[config.mk]
export PLATFORM = sky130hd
export DESIGN_NAME = serial_subtractor
export DESIGN_NICKNAME = d
export VERILOG_FILES = /design/src/rtl/serial_subtractor.sv
export SDC_FILE = /design/constraint.sdc
export NUM_CORES = 1
export LEC_CHECK = 0
export BUFFER_PORTS_ARGS = -buffer_cell sky130_fd_sc_hd__buf_2
export CORE_ASPECT_RATIO = 1.4
export CORE_UTILIZATION = 40
export DETAILED_ROUTE_END_ITERATION = 12
export GPL_TIMING_DRIVEN = 0
export PLACE_DENSITY = 0.6
export RECOVER_POWER = 100
export SLEW_MARGIN = 15
export SYNTH_ARGS = -nofsm -noshare
export SYNTH_HDL_FRONTEND = slang
export SYNTH_SLANG_ARGS = --single-unit
[constraint.sdc]
create_clock -name clk -period 1.8 [get_ports clk]
set_clock_uncertainty 0.1 [all_clocks]
set_input_delay 0.09 -clock clk [delete_from_list [all_inputs] [get_ports clk]]
set_output_delay 0.09 -clock clk [all_outputs]
set_load 0.01 [all_outputs]
[src/rtl/serial_subtractor.sv]
// rtl/serial_subtractor.sv - bit-serial WIDTH-bit subtractor (in_a - in_b - bin), LSB first
// One full-subtractor cell iterated over the latched operands; results update only on DONE entry.
module serial_subtractor #(
   parameter int WIDTH = 8
) (
   input  logic             clk,
   input  logic             rst,
   input  logic             start,
   input  logic [WIDTH-1:0] in_a,
   input  logic [WIDTH-1:0] in_b,
   input  logic             bin,
   output logic             busy,
   output logic             done,
   output logic [WIDTH-1:0] diff,
   output logic             bout,
   output logic             ovf,
   output logic             zero
);
   localparam int CW = (WIDTH > 1) ? $clog2(WIDTH) : 1;

   typedef enum logic [1:0] {IDLE, RUN, DONE} state_t;

   state_t           state_q, state_d;
   logic [WIDTH-1:0] a_q, a_d, b_q, b_d, res_q, res_d;
   logic [WIDTH-1:0] diff_q, diff_d;
   logic [CW-1:0]    cnt_q, cnt_d;
   logic             brw_q, brw_d;
   logic             bout_q, bout_d, ovf_q, ovf_d, zero_q, zero_d;
   logic             d_bit, b_out;
   logic [WIDTH-1:0] res_next;

   always_comb begin
      d_bit    = a_q[0] ^ b_q[0] ^ brw_q;
      b_out    = (~a_q[0] & b_q[0]) | (~(a_q[0] ^ b_q[0]) & brw_q);
      res_next = {d_bit, res_q[WIDTH-1:1]};

      state_d = state_q;
      a_d     = a_q;
      b_d     = b_q;
      res_d   = res_q;
      cnt_d   = cnt_q;
      brw_d   = brw_q;
      diff_d  = diff_q;
      bout_d  = bout_q;
      ovf_d   = ovf_q;
      zero_d  = zero_q;

      case (state_q)
         IDLE, DONE: begin
            if (start) begin
               a_d     = in_a;
               b_d     = in_b;
               brw_d   = bin;
               cnt_d   = '0;
               state_d = RUN;
            end else begin
               state_d = IDLE;
            end
         end
         RUN: begin
            a_d   = a_q >> 1;
            b_d   = b_q >> 1;
            res_d = res_next;
            brw_d = b_out;
            cnt_d = cnt_q + 1'b1;
            // On the MSB edge brw_q is the borrow into bit WIDTH-1.
            if (cnt_q == CW'(WIDTH - 1)) begin
               state_d = DONE;
               diff_d  = res_next;
               bout_d  = b_out;
               ovf_d   = brw_q ^ b_out;
               zero_d  = (res_next == '0);
            end
         end
         default: state_d = IDLE;
      endcase
   end

   always_ff @(posedge clk) begin
      if (rst) begin
         state_q <= IDLE;
         a_q     <= '0;
         b_q     <= '0;
         res_q   <= '0;
         cnt_q   <= '0;
         brw_q   <= 1'b0;
         diff_q  <= '0;
         bout_q  <= 1'b0;
         ovf_q   <= 1'b0;
         zero_q  <= 1'b0;
      end else begin
         state_q <= state_d;
         a_q     <= a_d;
         b_q     <= b_d;
         res_q   <= res_d;
         cnt_q   <= cnt_d;
         brw_q   <= brw_d;
         diff_q  <= diff_d;
         bout_q  <= bout_d;
         ovf_q   <= ovf_d;
         zero_q  <= zero_d;
      end
   end

   assign busy = (state_q == RUN);
   assign done = (state_q == DONE);
   assign diff = diff_q;
   assign bout = bout_q;
   assign ovf  = ovf_q;
   assign zero = zero_q;
endmodule

* Word-level counts from Yosys, hierarchy flattened
Index checks and enable logic that the tools add are counted.
** Word-level totals
- Flip-flop bits (word level) :: 41
- RAM bits :: 0
- Output and inout bits :: 13
- Bits of input ports :: 20
- Bits in latches :: 0
- ROM bits :: 0
- Memories :: 0
** Cells by class
- Multipliers :: 0
- Eq/ne operators :: 5
- Bitwise operators :: 8
- Add/subtract/negate cells :: 1
- $lt $le $gt $ge :: 0
- Div/mod/pow operators :: 0
- Muxes and demuxes :: 11
- Shift-type cells :: 0
- Reductions and logical operators :: 6
** Operators with widths (number)
- one-hot mux 8 bit (2 select lines) :: 2
- 2-to-1 mux 8 bit :: 2
- zero test 8 bit :: 1
- one-hot mux 3 bit (2 select lines) :: 1
- one-hot mux 2 bit (2 select lines) :: 1
- AND reduction 2 bit :: 2
- adder 3 x 1 -> 3 bit (second input constant) :: 1
- equality test 3 bit (second input constant) :: 1
- 2-to-1 mux 3 bit :: 1
- XOR 1 bit :: 3
- bitwise AND 1 bit :: 2
- equality test 2 x 1 -> 1 bit (second input constant) :: 1
- equality test 2 bit (second input constant) :: 1
- zero test 2 bit :: 1
- 2-to-1 mux 1 bit :: 2
- 2-to-1 mux 2 bit :: 1
- != test 2 x 1 -> 1 bit (second input constant) :: 1
- != test 2 bit (second input constant) :: 1
- inverter 1 bit :: 2
- one-hot mux 1 bit (2 select lines) :: 1
- nonzero test 2 bit :: 1
- OR reduction 2 bit :: 1
- OR 1 bit :: 1

* Depth between registers and ports, before layout
- Depth after elaboration :: 5
- Gate-level depth with buffers :: 6

* Worst setup path before layout
Ideal clock, no wire load.
- Path type :: register to register
- Start point :: register cnt_q[0]
- End point :: register diff_q[7] (netlist: diff[7])
- Setup time :: 71 ps
- Cell stages (with the launch flop) :: 7
- Path buffers :: 1
- Clock period less this slack :: 1403 ps
- Path slack :: 397 ps
- Arrival :: 1232 ps
- Cells stage by stage :: dfxtp_1 -> ha_1 -> ha_1 -> nand3b_1 -> clkbuf_1 -> nand2_1 -> a21oi_1
** Between the ends
- Longest elaborated chain between the ends :: 2
** Ends and longest elaborated chain
- start, declared :: line 26 : logic [CW-1:0] cnt_q, cnt_d;
- start signal, assigned :: line 96 : cnt_q <= cnt_d;
- equality test 3 bit :: line 67 : if (cnt_q == CW'(WIDTH - 1)) begin
- AND reduction 2 bit (no line)
- end signal, assigned :: line 98 : diff_q <= diff_d;
- end, declared :: line 25 : logic [WIDTH-1:0] diff_q, diff_d;
No other way between the ends.
A chain may end at the register's enable or synchronous reset.

* Worst setup path in the final report
- Start point :: register brw_q
- End point :: register zero_q (netlist: zero)
** Between the ends
- Longest elaborated chain between the ends :: 2
** Ends and longest elaborated chain
- start, declared :: line 27 : logic brw_q, brw_d;
- start signal, assigned :: line 97 : brw_q <= brw_d;
- XOR 1 bit :: line 33 : d_bit = a_q[0] ^ b_q[0] ^ brw_q;
- via d_bit :: line 29 : logic d_bit, b_out;
- zero test 8 bit :: line 72 : zero_d = (res_next == '0);
- end signal, assigned :: line 101 : zero_q <= zero_d;
- end, declared :: line 28 : logic bout_q, bout_d, ovf_q, ovf_d, zero_q, zero_d;
The timed path passes the listed nets, and every way through them passes these cells.

==> flow_summary.ini <==
[status]
outcome = finished, final reports clean

[setup_path]
crit_path_top_delay_cell = fa_1
critPathCaptureType = flop
critPathRequiredTime_ns = 1.92
critPathKind = reg2reg
r2r_cells = 5
start_kind = flop
worstPathArrival_ns = 1.70
crit_fanout = 3
crit_chain = inv_1 -> fa_1 -> nor4_1 -> nand3_1 -> a21oi_1
slowest_delay_ns = 0.49

[sta]
finalSetupTns_ns = 0
slew-limit-headroom_pct = 64.8
maxClockFrequency_mhz = 631
hold_viol = 0
grt_setup_unrepaired = no
finalMaxSlewViolations = 0
fin_crit_sh_pct = 88.1
setup_viol = 0
worstMarginPinSlew_ns = 0.527
whs_ns = 0.0954
min_period_ns = 1.58

[synthesis]
synth_area_leader_cell = dfxtp_1
syn_inst = 201
ys.flop_type = dfxtp_1
yosys.area.top_type_share_pct = 48.6
synth.distinct_cells = 24
ys_warn_count = 0
synth_seq_area_share_pct = 48.6
syn_nets = 224
synth.area.top_cells = dfxtp_1 49%, nand2_1 15%, a311oi_1 7.4%
synth_seq_cells = 40
synth_area_um2 = 1650
async_reset_ff_share_pct = 0
synth_edf_count = 0
avgSynthCellArea_um2 = 8.19

[clock_tree]
ctsResizeCount = 0
cts_sinks = 40
cts_buffer_depth = 2
clockRootBuffer = clkbuf_8
htreeDepth = 2
worstSkewPairLatency_ns = 0.29
numCtsBuffers = 5
clkTransAtPathRegs_ns = 0.08
cts_tree = done

[drt]
drt_iter0_drc = 48
drt-vias-per-instance = 4.96
routed_wl_um = 3590
top_layer = met4
ant_nets = 0
drt-met1-wl_um = 1590
wl_met2_um = 1810
vias = 1487
wl_met3_um = 138
first_pass_iters = 4
post_drt_wl_per_cell_um = 12.0
drc = 0

[global_routing]
antenna_found_initial = 0
grtUsageTotal_pct = 18.6
grt_pass1_vias = 1505
overflow = 0
grt_max_degree = 13
grt_pass1_wl_um = 6400

[placed_design]
post-place-cells = 275
dp_hpwl_um = 2460
place_congestion = 0.738
portBuffers = 31

[die]
ios = 33
die_w_um = 56.2
start_util_pct = 41.7
die_h_um = 77.9
num_rows = 27
die_area_um2 = 4380
core_um2 = 3950

[final_layout]
finalNetCount = 279
final_layout_size_suffix_gt1_share_pct = 14.0
area.growth.synth_to_final_pct = 26.6
final-instance-count-excl-fill = 300
diodes = 0

[power]
power.density_nw_per_um2 = 867
design_power_total_mw = 1.81
p_leak_nw = 0.808
max-vdd-ir-drop_mv = 0.550

[min_path]
hp-class = in2reg
min_path_cells = 2

[run]
cap_violations = 0
## path summary, 6_finish.rpt
kind / start / endpoint / slack [ns]
worst max-delay path: brw_q / zero / 0.22
worst min-delay path: rst / res_q[1] / 0.1
worst max register to register: brw_q / zero / 0.22
worst min register to register: ovf / ovf / 0.35
## routing by layer
| layer | up-vias | global-route usage (%) |
|---|---|---|
| li1 | 784 | - |
| met1 | 667 | 20.9 |
| met2 | 32 | 33.3 |
| met3 | 4 | 4.83 |
| met4 | 0 | 6.59 |
| met5 | - | 0 |
## worst max-delay path, delay by kind of cell (launching register included)
kind	cells	cell delay, ns
buffers and inverters	1	0.06
adders and majority gates	1	0.49
DFF	1	0.37
and+or+nand+nor	2	0.36
AOI/OAI and AO/OA	1	0.13
## area by class of cell
| cell class | instances | area (um2) |
|---|---|---|
| Inverter | 3 | 11.3 |
| Fill cell | 417 | 1870 |
| Tap cell | 43 | 53.8 |
| Multi-Input combinational cell | 142 | 724 |
| Buffer | 16 | 92.6 |
| Timing Repair Buffer | 48 | 309 |
| Clock inverter | 2 | 10.0 |
| Sequential cell | 40 | 801 |
| Clock buffer | 6 | 82.6 |
## where the power goes
part	switching (mW)	internal, mW
Clock	0.303	0.306
Combinational	0.129	0.116
Sequential	0.0267	0.928
## synth_stat cells, types with 2 or more instances
library cell	instances
nand2_1	65
dfxtp_1	40
a21oi_1	23
nor2_1	17
a311oi_1	14
buf_4	7
nand3_1	7
clkbuf_1	5
buf_6	3
inv_1	3
ha_1	2
nand2b_1	2
nor4_1	2
## cell families after synthesis
family	after synthesis	synth area share, %
flops	40	48.6
fa+ha+maj	3	2.74
buf+inv	19	7.37
simple gates	98	24.8
xor+xnor	1	0.532
compound gates	40	15.9
## through the flow
| step | setup slack [ns] | utilization, % | area [um2] |
|---|---|---|---|
| after floorplan | 0.397 | - | 1650 |
| after global placement | 0.203 | 46.9 | 1860 |
| after detailed placement | 0.210 | 46.9 | 1860 |
| after CTS | 0.191 | 53.6 | 2120 |
| after global routing | 0.0693 | 52.7 | 2080 |
| final | 0.215 | 52.7 | 2080 |
## sequential cells by signal, indices dropped and copies added, names as in the netlist
signal,count
a_q,8
brw_q,1
ovf,1
state_q,2
bout,1
res_q,7
cnt_q,3
b_q,8
zero,1
diff,8
## cell usage in the layout, fill, tap and decap left out
master and count:
buf_2 19, nor2_1 17, a2bb2oi_1 1, and2b_1 1, buf_6 2, and3b_1 1
nand2b_1 2, or2b_2 1, nor2b_2 1, a211oi_1 1, clkbuf_1 21, a311oi_1 14
fa_1 1, clkbuf_2 1, inv_1 3, dfxtp_1 40, buf_4 4, nand3_1 7
nand3b_1 1, clkbuf_8 6, a21oi_1 23, dlygate4sd3_1 17, nand2_1 65, ha_1 2
o21a_1 1, xnor2_1 1, nor4_1 2, clkinv_2 2
## repair_timing
| action | 4_1_cts | 5_1_grt |
|---|---|---|
| buffers inserted | 0 | 0 |
| hold endpoints to repair | 17 | 0 |
| hold buffers | 17 | 0 |
| endpoints found under the setup margin | 0 | 0 |
No activity file was read; power rests on OpenSTA's default activity.
